===== config.mk =====
export PLATFORM = sky130hd
export DESIGN_NAME = zjh_vote_ctrl_flat
export DESIGN_NICKNAME = d
export VERILOG_FILES = /design/src/rtl/zjh_vote_if.sv /design/src/rtl/zjh_vote_ctrl.sv /design/src/flat_wrapper.sv
export SDC_FILE = /design/constraint.sdc
export NUM_CORES = 1
export LEC_CHECK = 0
export CAP_MARGIN = 10
export CORE_MARGIN = 2
export CORE_UTILIZATION = 35
export DETAILED_ROUTE_END_ITERATION = 12
export PLACE_DENSITY_LB_ADDON = 0.2
export RECOVER_POWER = 50
export SKIP_CTS_REPAIR_TIMING = 1
export SLEW_MARGIN = 20
export SYNTH_ARGS = -nofsm -noshare
export SYNTH_HDL_FRONTEND = slang
export SYNTH_SLANG_ARGS = --single-unit

===== constraint.sdc =====
create_clock -name clk -period 1.8 [get_ports clk]
set_clock_uncertainty 0.15 [all_clocks]
set_input_delay 0.36 -clock clk [delete_from_list [all_inputs] [get_ports clk]]
set_output_delay 0.36 -clock clk [all_outputs]
set_load 0.01 [all_outputs]

===== src/rtl/zjh_vote_if.sv =====
// Ballot handshake bundle between a vote source (master) and the vote controller (slave).
interface zjh_vote_if;
  logic       start;
  logic       A, B, C;
  logic       A_en, B_en, C_en;
  logic       busy;
  logic [2:0] voted;
  logic       Y;
  logic       valid;
  logic       done;
  logic       timed_out;

  modport master (
    output start, A, B, C, A_en, B_en, C_en,
    input  busy, voted, Y, valid, done, timed_out
  );

  modport slave (
    input  start, A, B, C, A_en, B_en, C_en,
    output busy, voted, Y, valid, done, timed_out
  );
endinterface


===== src/rtl/zjh_vote_ctrl.sv =====
// Three-voter ballot sequencer: timed voting window, first-vote-only latching,
// majority result with a one-cycle done pulse held until the next ballot.
module zjh_vote_ctrl #(
  parameter int WINDOW_CYC = 16,
  parameter int TW         = 5
) (
  input  logic       clk,
  input  logic       rst,
  zjh_vote_if.slave  vif
);

  typedef enum logic [1:0] {
    IDLE   = 2'd0,
    VOTE   = 2'd1,
    RESULT = 2'd2
  } state_t;

  state_t        state, state_nxt;
  logic [TW-1:0] timer;
  logic [2:0]    voted;
  logic [2:0]    vote_reg;
  logic [2:0]    en, val, accept;
  logic          y_r, valid_r, done_r, timed_out_r;

  function automatic logic maj3(input logic [2:0] v);
    return (v[0] & v[1]) | (v[0] & v[2]) | (v[1] & v[2]);
  endfunction

  assign en     = {vif.C_en, vif.B_en, vif.A_en};
  assign val    = {vif.C, vif.B, vif.A};
  // Only a voter's first strobe in the window is accepted.
  assign accept = en & ~voted;

  always_comb begin
    state_nxt = state;
    case (state)
      IDLE:    if (vif.start) state_nxt = VOTE;
      VOTE:    if (voted == 3'b111 || timer == '0) state_nxt = RESULT;
      RESULT:  state_nxt = IDLE;
      default: state_nxt = IDLE;
    endcase
  end

  always_ff @(posedge clk or posedge rst) begin
    if (rst) state <= IDLE;
    else     state <= state_nxt;
  end

  always_ff @(posedge clk or posedge rst) begin
    if (rst) begin
      timer       <= '0;
      voted       <= '0;
      vote_reg    <= '0;
      y_r         <= 1'b0;
      valid_r     <= 1'b0;
      done_r      <= 1'b0;
      timed_out_r <= 1'b0;
    end else begin
      done_r <= 1'b0;
      case (state)
        IDLE: begin
          if (vif.start) begin
            timer       <= TW'(WINDOW_CYC - 1);
            voted       <= '0;
            vote_reg    <= '0;
            y_r         <= 1'b0;
            valid_r     <= 1'b0;
            timed_out_r <= 1'b0;
          end
        end
        VOTE: begin
          // Strobes in the final (timer==0) cycle still count toward the ballot.
          voted    <= voted | en;
          vote_reg <= (vote_reg & ~accept) | (val & accept);
          if (timer != '0) timer <= timer - 1'b1;
        end
        RESULT: begin
          y_r         <= maj3(vote_reg & voted);
          valid_r     <= 1'b1;
          done_r      <= 1'b1;
          timed_out_r <= (voted != 3'b111);
        end
        default: ;
      endcase
    end
  end

  assign vif.busy      = (state == VOTE);
  assign vif.voted     = voted;
  assign vif.Y         = y_r;
  assign vif.valid     = valid_r;
  assign vif.done      = done_r;
  assign vif.timed_out = timed_out_r;

endmodule


===== src/flat_wrapper.sv =====
// flat-port wrapper written by rule: the top's interface ports become plain ports
module zjh_vote_ctrl_flat 
#(
  parameter int WINDOW_CYC = 16,
  parameter int TW         = 5
)
  (clk, rst, vif_start, vif_A, vif_B, vif_C, vif_A_en, vif_B_en, vif_C_en, vif_busy, vif_voted, vif_Y, vif_valid, vif_done, vif_timed_out);
  zjh_vote_if vif_i ();
  input  logic clk;
  input  logic rst;
  input wire logic [$bits(vif_i.start)-1:0] vif_start;
  input wire logic [$bits(vif_i.A)-1:0] vif_A;
  input wire logic [$bits(vif_i.B)-1:0] vif_B;
  input wire logic [$bits(vif_i.C)-1:0] vif_C;
  input wire logic [$bits(vif_i.A_en)-1:0] vif_A_en;
  input wire logic [$bits(vif_i.B_en)-1:0] vif_B_en;
  input wire logic [$bits(vif_i.C_en)-1:0] vif_C_en;
  output wire logic [$bits(vif_i.busy)-1:0] vif_busy;
  output wire logic [$bits(vif_i.voted)-1:0] vif_voted;
  output wire logic [$bits(vif_i.Y)-1:0] vif_Y;
  output wire logic [$bits(vif_i.valid)-1:0] vif_valid;
  output wire logic [$bits(vif_i.done)-1:0] vif_done;
  output wire logic [$bits(vif_i.timed_out)-1:0] vif_timed_out;
  assign vif_i.start = vif_start;
  assign vif_i.A = vif_A;
  assign vif_i.B = vif_B;
  assign vif_i.C = vif_C;
  assign vif_i.A_en = vif_A_en;
  assign vif_i.B_en = vif_B_en;
  assign vif_i.C_en = vif_C_en;
  assign vif_busy = vif_i.busy;
  assign vif_voted = vif_i.voted;
  assign vif_Y = vif_i.Y;
  assign vif_valid = vif_i.valid;
  assign vif_done = vif_i.done;
  assign vif_timed_out = vif_i.timed_out;
  zjh_vote_ctrl #(.WINDOW_CYC(WINDOW_CYC), .TW(TW)) u_core (.clk(clk), .rst(rst), .vif(vif_i));
endmodule

==> impl_metrics.yaml, run 1 <==
clocking:
  cts_max_path_buffers: 2
  clock_latency_ps: 290
  cts.clk_slew.worst_paths_ps: 100
  clock-sinks: 17
  cts_max_level: 1
  cts_root_buf: "clkbuf_4"
  cts_buffers: 3
  cts_tree: "done"
layout:
  layout_commonest_cell: "dfrtp_1"
  fin_area_mm2: 0.00108
  drive_gt1_share_pct: 19.2
  nFillCells: 212
  largest_reg_flops: 5
  utilization_pct: 49.3
  final_cells: 127
  syn_to_final_growth_pct: 35.0
  antenna_cells: 0
  nets: 110
  final_cell_mix: "dfrtp_1, clkdlybuf4s50_1, nor2_1, buf_4"
logic_synthesis:
  ys_warn_count: 0
  ys_ff_latch: 17
  postSynthAreaPerCell_um2: 11.1
  syn_area_um2: 801
  synthCells: 72
  synthesis.nets: 82
  synth_seq_area_share_pct: 53.1
  synth_cell_types: 27
timing:
  drv_slew: 0
  setup-violations-final: 0
  worst_slew_pin_slew_ps: 919
  period_needed_ps: 1750
  maxSlewHeadroom_pct: 38.8
  fmax_ghz: 0.570
  hold_viol: 0
  rsz0062_at_grt: "false"
  whs_ps: 349
  fin_crit_sh_pct: 97.4
worst_setup_path:
  critPathMaxFanout: 5
  r2r-end: "u_core.state[0]"
  endpoint: "vif_voted[2]"
  critical_path_arrival_ps: 1240
  critPathCaptureType: "primary output"
  startpoint: "u_core.vif.voted[2]"
  critical_path_depth: 1
  worst_path_max_delay_cell: "clkdlybuf4s50_1"
  critPathTopFamily: "buffers and inverters"
  cp_slowest_stage_delay_ps: 540
  crit_chain: "clkdlybuf4s50_1"
  reg2regPathDepth: 5
  path_class: "reg2out"
  crit_buf_inv: 1
  rrSetupSlack_ps: 160
  cp.required_ps: 1290
  startpoint_type: "register"
  reg2reg_from: "u_core.timer[0]"
global_route:
  grt_pass1_wl_um: 2900
  antenna_found_initial: 0
  grt_pass1_vias: 655
  overflow: 0
  grt_max_degree: 18
  track_usage_pct: 15.4
place:
  placed_cells: 120
  hpwl_um: 1250
  numPortBuffers: 16
  postPlaceCellArea_mm2: 0.00103
  routabilityCongestion: 0.730
route:
  drtAntennaViolNets: 0
  drc: 0
  wl_um: 1730
  viasPerCell: 5.10
  routed-via-count: 648
  firstDrtPassIters: 4
  wl_per_cell_um: 13.6
  drt_iter0_markers: 6
pwr:
  cellPowerDensity_mw_per_mm2: 1570
  p_leak_nw: 0.482
  peakVddDrop_mv: 0.903
run_status:
  outcome: "finished clean"
die:
  initial_utilization_pct: 36.6
  die-area_mm2: 0.00269
  core_area_mm2: 0.00219
  boundaryPins: 17
  die_h_um: 51.8
  placementRows: 17
  die_w_um: 51.8
flow_run:
  maxCapViolCount: 0
min_path:
  hold_path_class: "reg2reg"
==> worst min-delay path by stage <==
stage                       startpoint              endpoint  slack [ps]  cells past startpoint
floorplan                          rst       u_core.state[0]         140                      1
CTS                                rst  u_core.vif.timed_out         230                      3
finish                u_core.vif.valid      u_core.vif.valid         350                      1
global placement      u_core.vif.valid      u_core.vif.valid         310                      1
global route        u_core.vote_reg[0]    u_core.vote_reg[0]         370                      1
detailed placement  u_core.vote_reg[0]    u_core.vote_reg[0]         330                      1
==> layer usage <==
layer,global-route usage (%),up-vias,wire length [um]
met5,0,-,0
met4,9.21,0,44
met3,2.59,5,66
met2,24.7,15,805
met1,19.2,307,815
li1,-,321,-
==> synthesized netlist by cell type, drive strengths merged <==
cell type | number | area share [%]
nand2b | 2 | 2.5
a32o | 1 | 1.3
or4 | 1 | 0.94
nor3 | 1 | 0.62
or3 | 1 | 0.78
a31oi | 2 | 1.6
inv | 4 | 1.9
nand3 | 1 | 0.62
o31ai | 2 | 1.9
and4bb | 3 | 4.7
buf | 2 | 1.3
nor4b | 1 | 3.0
nor2 | 7 | 3.3
dfrtp | 17 | 53
o21bai | 1 | 0.94
a22o | 4 | 4.4
nor3b | 2 | 1.9
o21ba | 1 | 1.3
o22ai | 2 | 1.6
nand2 | 4 | 1.9
ha | 1 | 1.6
nand3b | 3 | 2.8
a21o | 2 | 1.9
nor2b | 1 | 0.78
a21oi | 4 | 2.5
o21ai | 2 | 1.3
==> logic make-up (layout without fill, tap and decap cells) <==
logic type | count (synthesis) | count (layout) | synth area share, %
buffers and inverters | 6 | 33 | 3.12
adders and majority gates | 1 | 1 | 1.56
AOI/OAI and AO/OA | 21 | 21 | 18.4
DFF | 17 | 17 | 53.1
and+or+nand+nor | 27 | 27 | 23.7
==> power breakdown <==
group / switching, W / internal (W) / leakage (nW)
Combinational: 0.000374 / 0.000455 / 0.259
Clock: 0.000121 / 0.0000863 / 0.0150
Sequential: 0.000128 / 0.000531 / 0.208
Total: 0.000623 / 0.00107 / 0.482
==> per-stage QoR <==
step | TNS, ps | setup WS, ps | total power (W)
finish | 0 | 46.6 | 0.00170
global route | 0 | 2.34 | 0.00183
CTS | -265 | -188 | 0.00168
detailed placement | 0 | 84.8 | 0.00146
global placement | 0 | 77.5 | 0.00145
floorplan | 0 | 298 | 0.00112
==> cell type report <==
type                    count  area, um2  share of cell area [%]
flip-flops and latches     17        429                    39.7
multi-input cells          49        350                    32.4
repair buffers             25        225                    20.8
well taps                  28       35.0                    3.24
clock buffers               4       26.3                    2.43
inverters                   4       15.0                    1.39
(Power assumes the default switching activity.)
==> inputs of run 2 (changes only) <==
--- a/config.mk
+++ b/config.mk
@@ -6,7 +6,6 @@
 export NUM_CORES = 1
 export LEC_CHECK = 0
 export CAP_MARGIN = 10
-export CORE_MARGIN = 2
 export CORE_UTILIZATION = 35
 export DETAILED_ROUTE_END_ITERATION = 12
 export PLACE_DENSITY_LB_ADDON = 0.2
==> run 2 against run 1 <==
Non-clock buffer count shrank 2. Fmax rose by 1.3%. Power down 2.5%. Via count up 2.6%. Critical path type unchanged. Largest power group unchanged.
==> impl_metrics.yaml, run 2 (same netlist as run 1, synthesis figures left out) <==
run_status:
  outcome: "finished clean"
route:
  viasPerCell: 5.36
  firstDrtPassIters: 4
  wl_um: 1690
  drc: 0
  drt_iter0_markers: 4
  routed-via-count: 665
  drtAntennaViolNets: 0
  wl_per_cell_um: 13.7
layout:
  largest_reg_flops: 5
  utilization_pct: 51.7
  antenna_cells: 0
  syn_to_final_growth_pct: 33.1
  final_cell_mix: "dfrtp_1, clkdlybuf4s50_1, nor2_1"
  layout_commonest_cell: "dfrtp_1"
  drive_gt1_share_pct: 16.5
  nets: 108
  final_cells: 124
clocking:
  clock_latency_ps: 290
  cts_root_buf: "clkbuf_4"
  cts.clk_slew.worst_paths_ps: 100
  cts_tree: "done"
  clock-sinks: 17
  cts_buffers: 3
  cts_max_path_buffers: 2
  cts_max_level: 1
die:
  die_w_um: 49.8
  core_area_mm2: 0.00206
  initial_utilization_pct: 38.8
  die_h_um: 49.8
  placementRows: 16
  boundaryPins: 17
  die-area_mm2: 0.00248
timing:
  hold_viol: 0
  drv_slew: 0
  fin_crit_sh_pct: 96.1
  maxSlewHeadroom_pct: 39.6
  period_needed_ps: 1730
  fin_setup_tns_ps: 0
  worst_slew_pin_slew_ps: 907
  fmax_ghz: 0.578
  setup-violations-final: 0
  rsz0062_at_grt: "false"
worst_setup_path:
  critPathCaptureType: "primary output"
  path_class: "reg2out"
  crit_buf_inv: 1
  worst_path_max_delay_cell: "clkdlybuf4s50_1"
  startpoint_type: "register"
  critPathTopFamily: "buffers and inverters"
  crit_chain: "clkdlybuf4s50_1"
  critical_path_arrival_ps: 1220
  cp.required_ps: 1290
  cp_slowest_stage_delay_ps: 550
  critPathMaxFanout: 3
place:
  routabilityCongestion: 0.742
  placed_cells: 119
  numPortBuffers: 16
  hpwl_um: 1220
global_route:
  grt_max_degree: 18
  grt_pass1_wl_um: 3000
  overflow: 0
  antenna_found_initial: 0
  grt_pass1_vias: 657
  track_usage_pct: 16.4
pwr:
  p_leak_nw: 0.482
  power_w: 0.00165
  cellPowerDensity_mw_per_mm2: 1550
  peakVddDrop_mv: 0.948
flow_run:
  maxCapViolCount: 0
min_path:
  hold_path_class: "reg2reg"
==> run 2: path summary, 6_finish.rpt <==
path / from / end / slack [ps] / cells past startpoint
max: u_core.vif.voted[2] / vif_voted[2] / 70 / 1
min: u_core.vif.valid / u_core.vif.valid / 340 / 1
max reg2reg: u_core.state[0] / u_core.vote_reg[2] / 160 / 5
min reg2reg: u_core.vif.valid / u_core.vif.valid / 340 / 1
max in group asynchronous: rst / u_core.vif.voted[1] / 270 / 3
min in group asynchronous: rst / u_core.timer[0] / 610 / 3
==> run 2: cell type report <==
class / instances / area, um2
Fill cell: 206 / 996
Sequential cell: 17 / 428
Multi-Input combinational cell: 49 / 350
Timing Repair Buffer: 23 / 213
Tap cell: 27 / 33.8
Clock buffer: 4 / 26.3
Inverter: 4 / 15.0
==> run 2: per-stage QoR <==
stage               worst slack (ps)  cell area (um2)  hold WS (ps)
floorplan                        298              801           136
global placement                77.3             1030           310
detailed placement              67.6             1030           317
CTS                             -167             1060           241
global route                    15.1             1070           377
finish                          69.3             1070           339
==> run 2: metal layers <==
metal,part of all wire (%),global-route usage (%),wire (um)
met5,0,0,0
met3,4.8,6.17,82
met4,0,4.29,0
met1,49,20.7,822
met2,47,26.1,788
==> run 2: power by group <==
group | internal, W | switching, W | total [W]
Sequential | 0.000528 | 0.000128 | 0.000656
Clock | 0.0000863 | 0.000121 | 0.000208
Combinational | 0.000425 | 0.000363 | 0.000789
==> inputs of run 3 (changes only) <==
--- a/config.mk
+++ b/config.mk
@@ -6,7 +6,7 @@
 export NUM_CORES = 1
 export LEC_CHECK = 0
 export CAP_MARGIN = 10
-export CORE_UTILIZATION = 35
+export CORE_UTILIZATION = 48
 export DETAILED_ROUTE_END_ITERATION = 12
 export PLACE_DENSITY_LB_ADDON = 0.2
 export RECOVER_POWER = 50
==> run 3 against run 2 <==
Power up 2.7%. Die area down 26%. Sequential share of layout area down 0.21 points. Via count down 0.75%. Final cell count down 6.5%. Non-clock buffer count up 3. Flip-flop and latch count unchanged. Combinational power up 8.6%. Register-to-register slack better by 20 ps. First-iteration DRC count rose to 4.0 times the previous value. Worst setup slack worse by 25 ps. Clock power down 6%. Critical path type unchanged. Critical endpoint is now vif_voted[1]. Largest cell class unchanged.
==> impl_metrics.yaml, run 3 (same netlist as run 1, synthesis figures left out) <==
run_status:
  outcome: "finished clean"
clocking:
  clock-sinks: 17
  cts_buffers: 3
  cts_root_buf: "clkbuf_4"
  cts.clk_slew.worst_paths_ps: 90
  cts_max_level: 1
  clock_latency_ps: 280
  cts_max_path_buffers: 2
  cts_tree: "done"
place:
  postPlaceCellArea_mm2: 0.00102
  routabilityCongestion: 0.754
  numPortBuffers: 16
  placed_cells: 109
  hpwl_um: 1150
timing:
  fin_crit_sh_pct: 97.5
  rsz0062_at_grt: "false"
  setup-violations-final: 0
  whs_ps: 349
  fin_setup_tns_ps: 0
  hold_viol: 0
  drv_slew: 0
  period_needed_ps: 1760
  worst_slew_pin_slew_ps: 903
  maxSlewHeadroom_pct: 39.8
  fmax_ghz: 0.570
pwr:
  clkPwrFrac_pct: 11.5
  power_frac_seq_pct: 38.0
  comb_power_share_pct: 50.5
  peakVddDrop_mv: 0.986
  p_switching_w: 0.000611
  swShare_pct: 36.0
  intPower_w: 0.00109
  p_leak_nw: 0.480
  cellPowerDensity_mw_per_mm2: 1590
die:
  placementRows: 14
  core_area_mm2: 0.00152
  initial_utilization_pct: 52.5
  die-area_mm2: 0.00184
  boundaryPins: 17
  die_w_um: 42.8
  die_h_um: 42.8
layout:
  layout_commonest_cell: "dfrtp_1"
  multi_input_area_um2: 350
  nets: 111
  largest_reg_flops: 5
  utilization_pct: 70.1
  area.sequential_um2: 427
  fin_area_mm2: 0.00107
  final_cells: 116
  antenna_cells: 0
  final_cell_mix: "dfrtp_1, clkdlybuf4s50_1, buf_4"
  syn_to_final_growth_pct: 33.4
  drive_gt1_share_pct: 18.0
  nFillCells: 125
worst_setup_path:
  worst_path_max_delay_cell: "clkdlybuf4s50_1"
  cp_slowest_stage_delay_ps: 550
  critPathTopFamily: "buffers and inverters"
  critical_path_arrival_ps: 1250
  startpoint_type: "register"
  path_class: "reg2out"
  crit_chain: "clkdlybuf4s50_1"
  cp.required_ps: 1290
  reg2reg_from: "u_core.timer[0]"
  critPathCaptureType: "primary output"
  critPathMaxFanout: 6
  startpoint: "u_core.vif.voted[1]"
  crit_buf_inv: 1
min_path:
  min_from: "u_core.vif.Y"
  hold_path_class: "reg2reg"
global_route:
  overflow: 0
  grt_pass1_vias: 654
  grt_max_degree: 18
  grt_pass1_wl_um: 2790
  track_usage_pct: 20.2
  antenna_found_initial: 0
route:
  drc: 0
  wl_per_cell_um: 13.8
  viasPerCell: 5.69
  wl_um: 1600
  routed-via-count: 660
  drt_iter0_markers: 16
  drtAntennaViolNets: 0
  firstDrtPassIters: 4
flow_run:
  maxCapViolCount: 0
-- run 3: cell count changes in the layout (fill, tap and decap cells not counted), sizes merged --
cell           before  now
buf                 5    8
clkdlybuf4s50      12   15
dlymetal6s2s        3    1
dlygate4sd3         1    0
-- run 3: cell type report --
type | count | share of cell area [%]
sequential | 17 | 39.9
multi-input combinational | 49 | 32.8
timing repair buffer | 26 | 21.5
clock buffer | 4 | 2.46
tap | 16 | 1.87
inverter | 4 | 1.41
-- run 3: power by group through the flow --
stage / sequential [W] / combinational [W] / clock [W]
2_1_floorplan: 0.000677 / 0.000440 / 0
3_3_place_gp: 0.000652 / 0.000792 / 0
3_5_place_dp: 0.000659 / 0.000808 / 0
4_1_cts: 0.000651 / 0.000814 / 0.000206
5_1_grt: 0.000666 / 0.000940 / 0.000216
6_report: 0.000644 / 0.000857 / 0.000196
-- run 3: per-stage QoR --
stage / setup WS, ps / total power, W
after CTS: -159 / 0.00167
after global routing: 6.00 / 0.00182
after global placement: 85.8 / 0.00144
final: 44.1 / 0.00170
after floorplan: 298 / 0.00112
after detailed placement: 79.0 / 0.00147
-- run 3: path summary, 6_finish.rpt --
check	cells past startpoint	to	slack (ps)
max in group asynchronous	3	u_core.vif.voted[1]	410
min in group asynchronous	3	u_core.timer[0]	480
worst max-delay path	1	vif_voted[1]	40
worst min-delay path	1	u_core.vif.Y	350
worst max register to register	5	u_core.timer[3]	180
worst min register to register	1	u_core.vif.Y	350
-- run 3: routing by layer --
metal  global-route usage [%]  routed length (um)  vias up
met1                     26.6                 729      316
met2                     33.0                 787       17
met4                     7.50                  15        0
met5                        0                   0        -
li1                         -                   -      325
met3                     3.40                  67        2
